<file path="src/rtl/branch_pkg.sv">
// Shared types and helpers for the branch pattern-history-table controller.
// Index fields are held at a fixed maximum width; users truncate to their own IDX_W.
package branch_pkg;

    localparam int unsigned PHT_IDX_W_MAX = 16;
    localparam logic [1:0]  PHT_WEAK_NT   = 2'b01;

    typedef enum logic {
        ST_INIT,
        ST_RUN
    } pht_state_e;

    typedef struct packed {
        logic [PHT_IDX_W_MAX-1:0] idx;
        logic                     taken;
    } upd_msg_t;

    function automatic logic [1:0] sat_ctr_next(input logic [1:0] ctr, input logic taken);
        if (taken) begin
            return (ctr == 2'b11) ? 2'b11 : ctr + 2'd1;
        end
        return (ctr == 2'b00) ? 2'b00 : ctr - 2'd1;
    endfunction

    function automatic logic [PHT_IDX_W_MAX-1:0] pc_to_idx(input logic [31:0] pc);
        return pc[PHT_IDX_W_MAX+1:2];
    endfunction

endpackage

</file>
<file path="src/rtl/branch_upd_queue.sv">
// Small in-order FIFO of resolved-branch updates awaiting a PHT write slot.
module branch_upd_queue
    import branch_pkg::*;
#(
    parameter int unsigned DEPTH = 4
) (
    input  logic     clk,
    input  logic     reset,
    input  logic     enq_val,
    output logic     enq_rdy,
    input  upd_msg_t enq_msg,
    output logic     deq_val,
    input  logic     deq_rdy,
    output upd_msg_t deq_msg,
    output logic     full,
    output logic     empty
);

    localparam int unsigned PTR_W = $clog2(DEPTH);

    upd_msg_t         mem [DEPTH];
    logic [PTR_W-1:0] wr_ptr;
    logic [PTR_W-1:0] rd_ptr;
    logic [PTR_W:0]   count;
    logic             enq_fire;
    logic             deq_fire;

    assign full     = (count == (PTR_W+1)'(DEPTH));
    assign empty    = (count == '0);
    assign enq_rdy  = !full;
    assign deq_val  = !empty;
    assign deq_msg  = mem[rd_ptr];
    assign enq_fire = enq_val && enq_rdy;
    assign deq_fire = deq_rdy && deq_val;

    always_ff @(posedge clk) begin
        if (reset) begin
            wr_ptr <= '0;
            rd_ptr <= '0;
            count  <= '0;
        end else begin
            if (enq_fire) begin
                mem[wr_ptr] <= enq_msg;
                wr_ptr      <= wr_ptr + 1'b1;
            end
            if (deq_fire) begin
                rd_ptr <= rd_ptr + 1'b1;
            end
            count <= count + (PTR_W+1)'(enq_fire) - (PTR_W+1)'(deq_fire);
        end
    end

endmodule

</file>
<file path="src/rtl/branch_pht_ctrl.sv">
// Single-port PHT controller: initializes the table, then arbitrates the port
// between fetch lookups and queued read-modify-write updates with a starvation bound.
module branch_pht_ctrl
    import branch_pkg::*;
#(
    parameter int unsigned PHT_SIZE   = 2048,
    parameter int unsigned IDX_W      = $clog2(PHT_SIZE),
    parameter int unsigned UPD_DEPTH  = 4,
    parameter int unsigned STARVE_LIM = 8
) (
    input  logic             clk,
    input  logic             reset,
    input  logic             pred_req_val,
    output logic             pred_req_rdy,
    input  logic [31:0]      pred_req_pc,
    output logic             pred_resp_val,
    output logic             pred_resp_taken,
    input  logic             upd_val,
    output logic             upd_rdy,
    input  logic [31:0]      upd_pc,
    input  logic             upd_taken,
    output logic [IDX_W-1:0] tbl_idx,
    output logic             tbl_wen,
    output logic [1:0]       tbl_wdata,
    input  logic [1:0]       tbl_rdata,
    output logic             init_done
);

    localparam int unsigned SC_W = $clog2(STARVE_LIM) + 1;

    pht_state_e       state;
    pht_state_e       state_nxt;
    logic [IDX_W-1:0] init_cnt;
    logic [SC_W-1:0]  starve_cnt;
    logic [IDX_W-1:0] req_idx;
    upd_msg_t         enq_msg;
    upd_msg_t         deq_msg;
    logic             q_enq_rdy;
    logic             q_deq_val;
    logic             q_full;
    logic             q_empty;
    logic             forced;
    logic             lookup;
    logic             drain;

    assign req_idx = IDX_W'(pc_to_idx(pred_req_pc));
    assign enq_msg = '{idx: pc_to_idx(upd_pc), taken: upd_taken};

    branch_upd_queue #(.DEPTH(UPD_DEPTH)) u_queue (
        .clk     (clk),
        .reset   (reset),
        .enq_val (upd_val && upd_rdy),
        .enq_rdy (q_enq_rdy),
        .enq_msg (enq_msg),
        .deq_val (q_deq_val),
        .deq_rdy (drain),
        .deq_msg (deq_msg),
        .full    (q_full),
        .empty   (q_empty)
    );

    always_ff @(posedge clk) begin
        if (reset) begin
            state <= ST_INIT;
        end else begin
            state <= state_nxt;
        end
    end

    always_comb begin
        state_nxt = state;
        if (state == ST_INIT && init_cnt == IDX_W'(PHT_SIZE - 1)) begin
            state_nxt = ST_RUN;
        end
    end

    // Reset suppresses all port activity so a mid-drain reset never writes the table.
    always_comb begin
        forced       = 1'b0;
        lookup       = 1'b0;
        drain        = 1'b0;
        pred_req_rdy = 1'b0;
        upd_rdy      = 1'b0;
        tbl_wen      = 1'b0;
        tbl_idx      = '0;
        if (!reset) begin
            if (state == ST_INIT) begin
                tbl_wen = 1'b1;
                tbl_idx = init_cnt;
            end else begin
                forced       = q_deq_val && (q_full || starve_cnt == SC_W'(STARVE_LIM - 1));
                pred_req_rdy = !forced;
                upd_rdy      = q_enq_rdy;
                lookup       = pred_req_val && !forced;
                drain        = forced || (!lookup && q_deq_val);
                if (lookup) begin
                    tbl_idx = req_idx;
                end else if (drain) begin
                    tbl_wen = 1'b1;
                    tbl_idx = IDX_W'(deq_msg.idx);
                end
            end
        end
    end

    always_comb begin
        tbl_wdata = '0;
        if (state == ST_INIT) begin
            tbl_wdata = PHT_WEAK_NT;
        end else if (drain) begin
            tbl_wdata = sat_ctr_next(tbl_rdata, deq_msg.taken);
        end
    end

    always_ff @(posedge clk) begin
        if (reset) begin
            init_cnt        <= '0;
            starve_cnt      <= '0;
            pred_resp_val   <= 1'b0;
            pred_resp_taken <= 1'b0;
            init_done       <= 1'b0;
        end else begin
            if (state == ST_INIT) begin
                init_cnt <= init_cnt + 1'b1;
                if (init_cnt == IDX_W'(PHT_SIZE - 1)) begin
                    init_done <= 1'b1;
                end
            end
            pred_resp_val <= lookup;
            if (lookup) begin
                pred_resp_taken <= tbl_rdata[1];
            end
            if (drain || q_empty) begin
                starve_cnt <= '0;
            end else begin
                starve_cnt <= starve_cnt + 1'b1;
            end
        end
    end

endmodule

</file>
<file path="config.mk">
export PLATFORM = sky130hd
export DESIGN_NAME = branch_pht_ctrl
export DESIGN_NICKNAME = d
export VERILOG_FILES = /design/src/rtl/branch_pkg.sv /design/src/rtl/branch_upd_queue.sv /design/src/rtl/branch_pht_ctrl.sv
export SDC_FILE = /design/constraint.sdc
export NUM_CORES = 1
export LEC_CHECK = 0
export BUFFER_PORTS_ARGS = -buffer_cell sky130_fd_sc_hd__buf_2
export CORE_MARGIN = 10
export CORE_UTILIZATION = 29
export CTS_BUF_LIST = sky130_fd_sc_hd__clkbuf_16
export DETAILED_ROUTE_END_ITERATION = 7
export PLACE_DENSITY_LB_ADDON = 0.08
export SYNTH_ARGS = -nofsm -noshare
export SYNTH_HDL_FRONTEND = slang
export SYNTH_HIERARCHICAL = 1
export SYNTH_SLANG_ARGS = --single-unit
export TNS_END_PERCENT = 5
</file>
<file path="constraint.sdc">
create_clock -name clk -period 7.9 [get_ports clk]
set_input_delay 1.58 -clock clk [delete_from_list [all_inputs] [get_ports clk]]
set_output_delay 1.58 -clock clk [all_outputs]
set_load 0.01 [all_outputs]
</file>
== After elaboration in Yosys (flattened, before gate mapping) ==
Memory sizes are Yosys's and may differ from the RTL's. A register that Yosys moved wholly into a read port is not among the register bits.
Cells that the tools add are included.
Word-level totals
  bits in registers: 26
  memory bits (writable): 68
  bits of input ports: 71
  memories: 1
Operators by class
  add/subtract/negate cells: 8
  eq/ne operators: 4
  mux-type cells: 30
  bitwise logic cells: 1
  reductions and logical operators: 18
Memory list
  u_queue.mem: words 4, width 17, rd ports 1, clocked after Yosys merged registers in 1, write ports 1, line branch_upd_queue.sv:21  | upd_msg_t mem [DEPTH];
Operators by type and width (number)
  $mux W11: 4
  $mux W1: 18
  $mux W2: 8
  $add A11 B1 Y11 const B: 1
  $eq A11 B11 Y1 const B: 1
  $logic_and A1 B1 Y1: 7
  $add A2 B1 Y2 const B: 3
  $add A4 B1 Y4 const B: 1
  $eq A4 B3 Y1 const B: 1
  $logic_not A1 Y1: 4
  $add A3 B1 Y3: 1
  $eq A3 B3 Y1 const B: 1
  $logic_not A3 Y1: 1
  $logic_or A1 B1 Y1: 3
  $sub A3 B1 Y3: 1
  $eq A2 B2 Y1 const B: 1
  $logic_not A2 Y1: 1
  $reduce_and A2 Y1: 1
  $reduce_or A2 Y1: 1
  $sub A2 B1 Y2 const B: 1
  $not A1 Y1: 1

== Logic depth before layout (Yosys ltp) ==
  word-level depth: 15
  depth in mapped cells: 16
  mapped depth without buffers: 14

== By module ==
Netlist, hierarchy kept.
Modules (own cells, without submodules)
  branch_upd_queue: instances 1, cells an instance 141, area an instance 2935.3 µm², sequential area each 2222.1 µm²
  branch_pht_ctrl: instances 1, cells an instance 151, area an instance 1238.7 µm², sequential area each 360.3 µm²

== Worst setup path after synthesis ==
OpenSTA, ideal clock, no wires.
  path kind: input -> output
  start: input pred_req_val
  end: output tbl_idx[3]
  data arrival time: 2.528 ns
  data required time: 6.320 ns
  setup slack: 3.792 ns
  stages: 4
  buffers on the path: 1
  cell sequence: a21boi_1 buf_2 nand3_1 a311oi_1
On the way
  cells in the longest elaborated chain, start to end: 8
RTL lines
  from (decl): line branch_pht_ctrl.sv:13  | input logic pred_req_val,
  $logic_and A1 B1 Y1 (*): line branch_pht_ctrl.sv:94  | lookup = pred_req_val && !forced;
  $logic_not A1 Y1: line branch_pht_ctrl.sv:95  | drain = forced || (!lookup && q_deq_val);
  $logic_and A1 B1 Y1: line branch_pht_ctrl.sv:95
  $logic_or A1 B1 Y1: line branch_pht_ctrl.sv:95
  $mux W11: line branch_pht_ctrl.sv:98  | end else if (drain) begin
  $mux W11 (*): line branch_pht_ctrl.sv:96  | if (lookup) begin
  $mux W11 (*): line branch_pht_ctrl.sv:87  | if (state == ST_INIT) begin
  $mux W11 (*): line branch_pht_ctrl.sv:86  | if (!reset) begin
  to (decl): line branch_pht_ctrl.sv:22  | output logic [IDX_W-1:0] tbl_idx,
Mark *: on every way between the ends. The rest lies on a longest branch, timed or not.

== Worst setup path in the final report ==
  start: input pred_req_val
  end: output tbl_idx[8]
Same word-level chain as after synthesis.

==> results summary <==
The total via count after detailed routing is 2280. The hold violation total from the final report is 0. The max-slew violation count came out at 0. After clock tree synthesis, the repair step resized 0 gates. Summing every instance area after synthesis gives 3460 µm².

The warning count from the yosys run came out at 6. The clock network is responsible for 47.1% of the overall power. The post-placement worst setup slack came out at 3.03 ns. The number of H-tree levels came out at 3. The flow ran to the end, and the final reports show no timing, DRC or antenna violations.

The core region is 11600 µm². At the end of routability-driven placement, the weighted congestion stood at 0.731. For this configuration, the core starts out at a cell density of 29.9%. The clock input transition at the sequential cells of the worst setup and hold paths is 0.06 ns. The overall track demand over capacity in global routing came out at 10.0%. The post-synthesis cell count came out at 267.

Pin placement for this block handled 90 I/O pins. The critical path in this run is classified as input port to output port. TritonCTS built the clock tree.

The CTS buffer count is 9. The half-perimeter wire length after placement is 5570 µm. The number of nets in the finished design came out at 393. The worst-margin pin slew is 1.10 ns. The combinational cell fraction of total power is 2.9%. For this design, the CTS-stage hold fixing added 0 buffers.

The data arrival at the endpoint of the critical path is 3.28 ns. The post-layout worst setup margin is 3.04 ns. The wire length of the first global-routing pass is 13000 µm. The number of global-route vias before repair is 2398.

The path class of the tightest hold or removal check is flop to flop. The detailed-router iteration count before antenna repair is 4. The leakage power came out at 1.47 nW. Setup violations remaining at the end of the flow were counted as 0. The power per cell area came out at 203 nW/µm². The initial antenna violation count came out at 0. The worst setup path is captured at an output port. Counting the fill cells in the layout gives 1143. In this run the worst setup path begins at pred_req_val. Setup repair after global routing left no endpoint under its margin.

0 antenna diodes ended up in the layout. Among all stages on the critical path, the largest delay is contributed by sky130_fd_sc_hd__a21boi_1. The largest net degree at the start of global routing is 45. The count of maximum capacitance violations is 0. The switching share of power is 22.8%. The worst-skew pair later-pin latency came out at 0.33 ns.

In this run, flip-flops and latches consume 50.0% of the power. The post-CTS setup repair buffer count is 0. The mean number of vias per cell is 4.95. The final critical path time including I/O delays and setup is 4.86 ns. The number of remaining DRC errors came out at 0. Based on the critical path, the design can be clocked at up to 206 MHz. The critical-path maximum fanout came out at 13. The maximum buffer depth of the clock tree came out at 2.

The critical path's most frequent cell is sky130_fd_sc_hd__buf_2. Cell internal power was estimated by the tool at 647 µW. The worst endpoint required time came out at 6.32 ns. CTS placed an instance of sky130_fd_sc_hd__clkbuf_16 at the clock tree root. The global route total overflow came out at 0. The detail route stage leaves a number of antenna-violating nets equal to 0. The die is 129 µm tall. STA classifies the critical path startpoint as an input port.

The relative max-transition margin came out at 26.3%. The startpoint of the worst register-to-register path is u_queue/count[1]. The routed wire length is 8110 µm. The width of the chip is 129 µm. The maximum clock skew at final layout came out at 0.00803 ns. Relative to the synthesized area, the layout overhead comes to 19.6%. The die area is 16700 µm².

The first routing iteration left 79 violations. The final period utilization is 61.5%. The switching component of the power came out at 191 µW. The post-route netlist has 29.6% of its cells at a drive strength greater than 1.

The clock net in this run drives a total of 75 sinks. The placement row count came out at 39. The critical path goes through buf_2 -> a21boi_1 -> nand3_1 -> a311oi_1 -> buf_2. The average cell area after synthesis is 13.0 µm². The startpoint identified for the worst hold timing path is pred_resp_taken. The setup TNS is 0 ns. The post-detailed-route wirelength per cell is 17.6 µm. On the worst path, the slowest cell contributes a delay of 0.87 ns. Input and output buffers added on the ports amount to 47. The worst ir drop on vdd came out at 0.0844 mV.

The post-synthesis net count came out at 347.
-- layout by cell type, fill, tap and decap left out, drive strengths merged, types with 2 or more instances in the layout --
| master | count |
|---|---|
| clkinv | 2 |
| and3 | 2 |
| inv | 15 |
| or4 | 4 |
| a311oi | 9 |
| nand3 | 15 |
| clkbuf | 9 |
| nand4b | 3 |
| dfxtp | 27 |
| or3 | 4 |
| a21oi | 10 |
| a2111oi | 4 |
| buf | 53 |
| nand4 | 3 |
| clkinvlp | 2 |
| edfxtp | 48 |
| nand2b | 5 |
| mux2i | 2 |
| mux4 | 12 |
| xor2 | 5 |
| o31ai | 6 |
| ha | 8 |
| nor3b | 4 |
| xnor2 | 4 |
| a21o | 2 |
| nand2 | 9 |
| o21a | 2 |
| o21ai | 5 |
| nor2b | 4 |
| o211ai | 11 |
| nor2 | 20 |
-- critical path: cells and delay by family --
kind	cells	cell delay (ns)
and+or+nand+nor	1	0.18
AOI/OAI and AO/OA	2	1.22
buffers and inverters	2	0.29
-- layer usage --
metal | up-vias | wire (µm) | GRT usage [%]
met5 | - | 0 | 0
met4 | 0 | 64 | 3.01
met3 | 7 | 422 | 3.47
met2 | 39 | 3870 | 16.3
met1 | 1123 | 3750 | 12.2
li1 | 1111 | - | -
-- sequential cells by signal (all words and copies together) (netlist names), named ones only --
signal           count
u_queue/count        3
state                1
u_queue/mem         48
init_cnt            11
starve_cnt           4
pred_resp_taken      1
u_queue/wr_ptr       2
pred_resp_val        1
u_queue/rd_ptr       2
-- power groups by stage --
stage	Sequential [mW]	Combinational [mW]	Clock (mW)
finish	0.419	0.0246	0.395
global placement	0.428	0.0245	0
detailed placement	0.428	0.0251	0
CTS	0.419	0.0253	0.409
floorplan	0.428	0.0112	0
global route	0.419	0.0280	0.424
-- per-stage QoR --
| stage | util [%] | cell area, µm² | instances | power (mW) | hold WS (ns) |
|---|---|---|---|---|---|
| 6_report | 35.8 | 4140 | 461 | 0.838 | 0.479 |
| 5_1_grt | 35.8 | 4140 | 461 | 0.871 | 0.499 |
| 4_1_cts | 35.8 | 4140 | 461 | 0.854 | 0.482 |
| 3_5_place_dp | 33.2 | 3840 | 445 | 0.453 | 0.471 |
| 3_3_place_gp | 33.2 | 3840 | 445 | 0.452 | 0.462 |
| 2_1_floorplan | - | 3460 | 267 | 0.439 | 0.451 |
-- worst paths after layout --
path | to | slack (ns) | cells past startpoint
max | tbl_idx[8] | 3.04 | 5
min | pred_resp_taken | 0.48 | 2
max reg2reg | u_queue/count[2] | 4.50 | 14
min reg2reg | pred_resp_taken | 0.48 | 2
-- cell type report --
type / instances / area (µm²) / area share (%)
inverters: 12 / 45.0 / 1.09
flip-flops and latches: 75 / 1980 / 47.9
multi-input cells: 162 / 1360 / 32.8
clock inverters: 7 / 68.8 / 1.66
repair buffers: 53 / 280 / 6.77
clock buffers: 9 / 225 / 5.44
well taps: 143 / 179 / 4.32
Power figures use the tool's default switching activity.
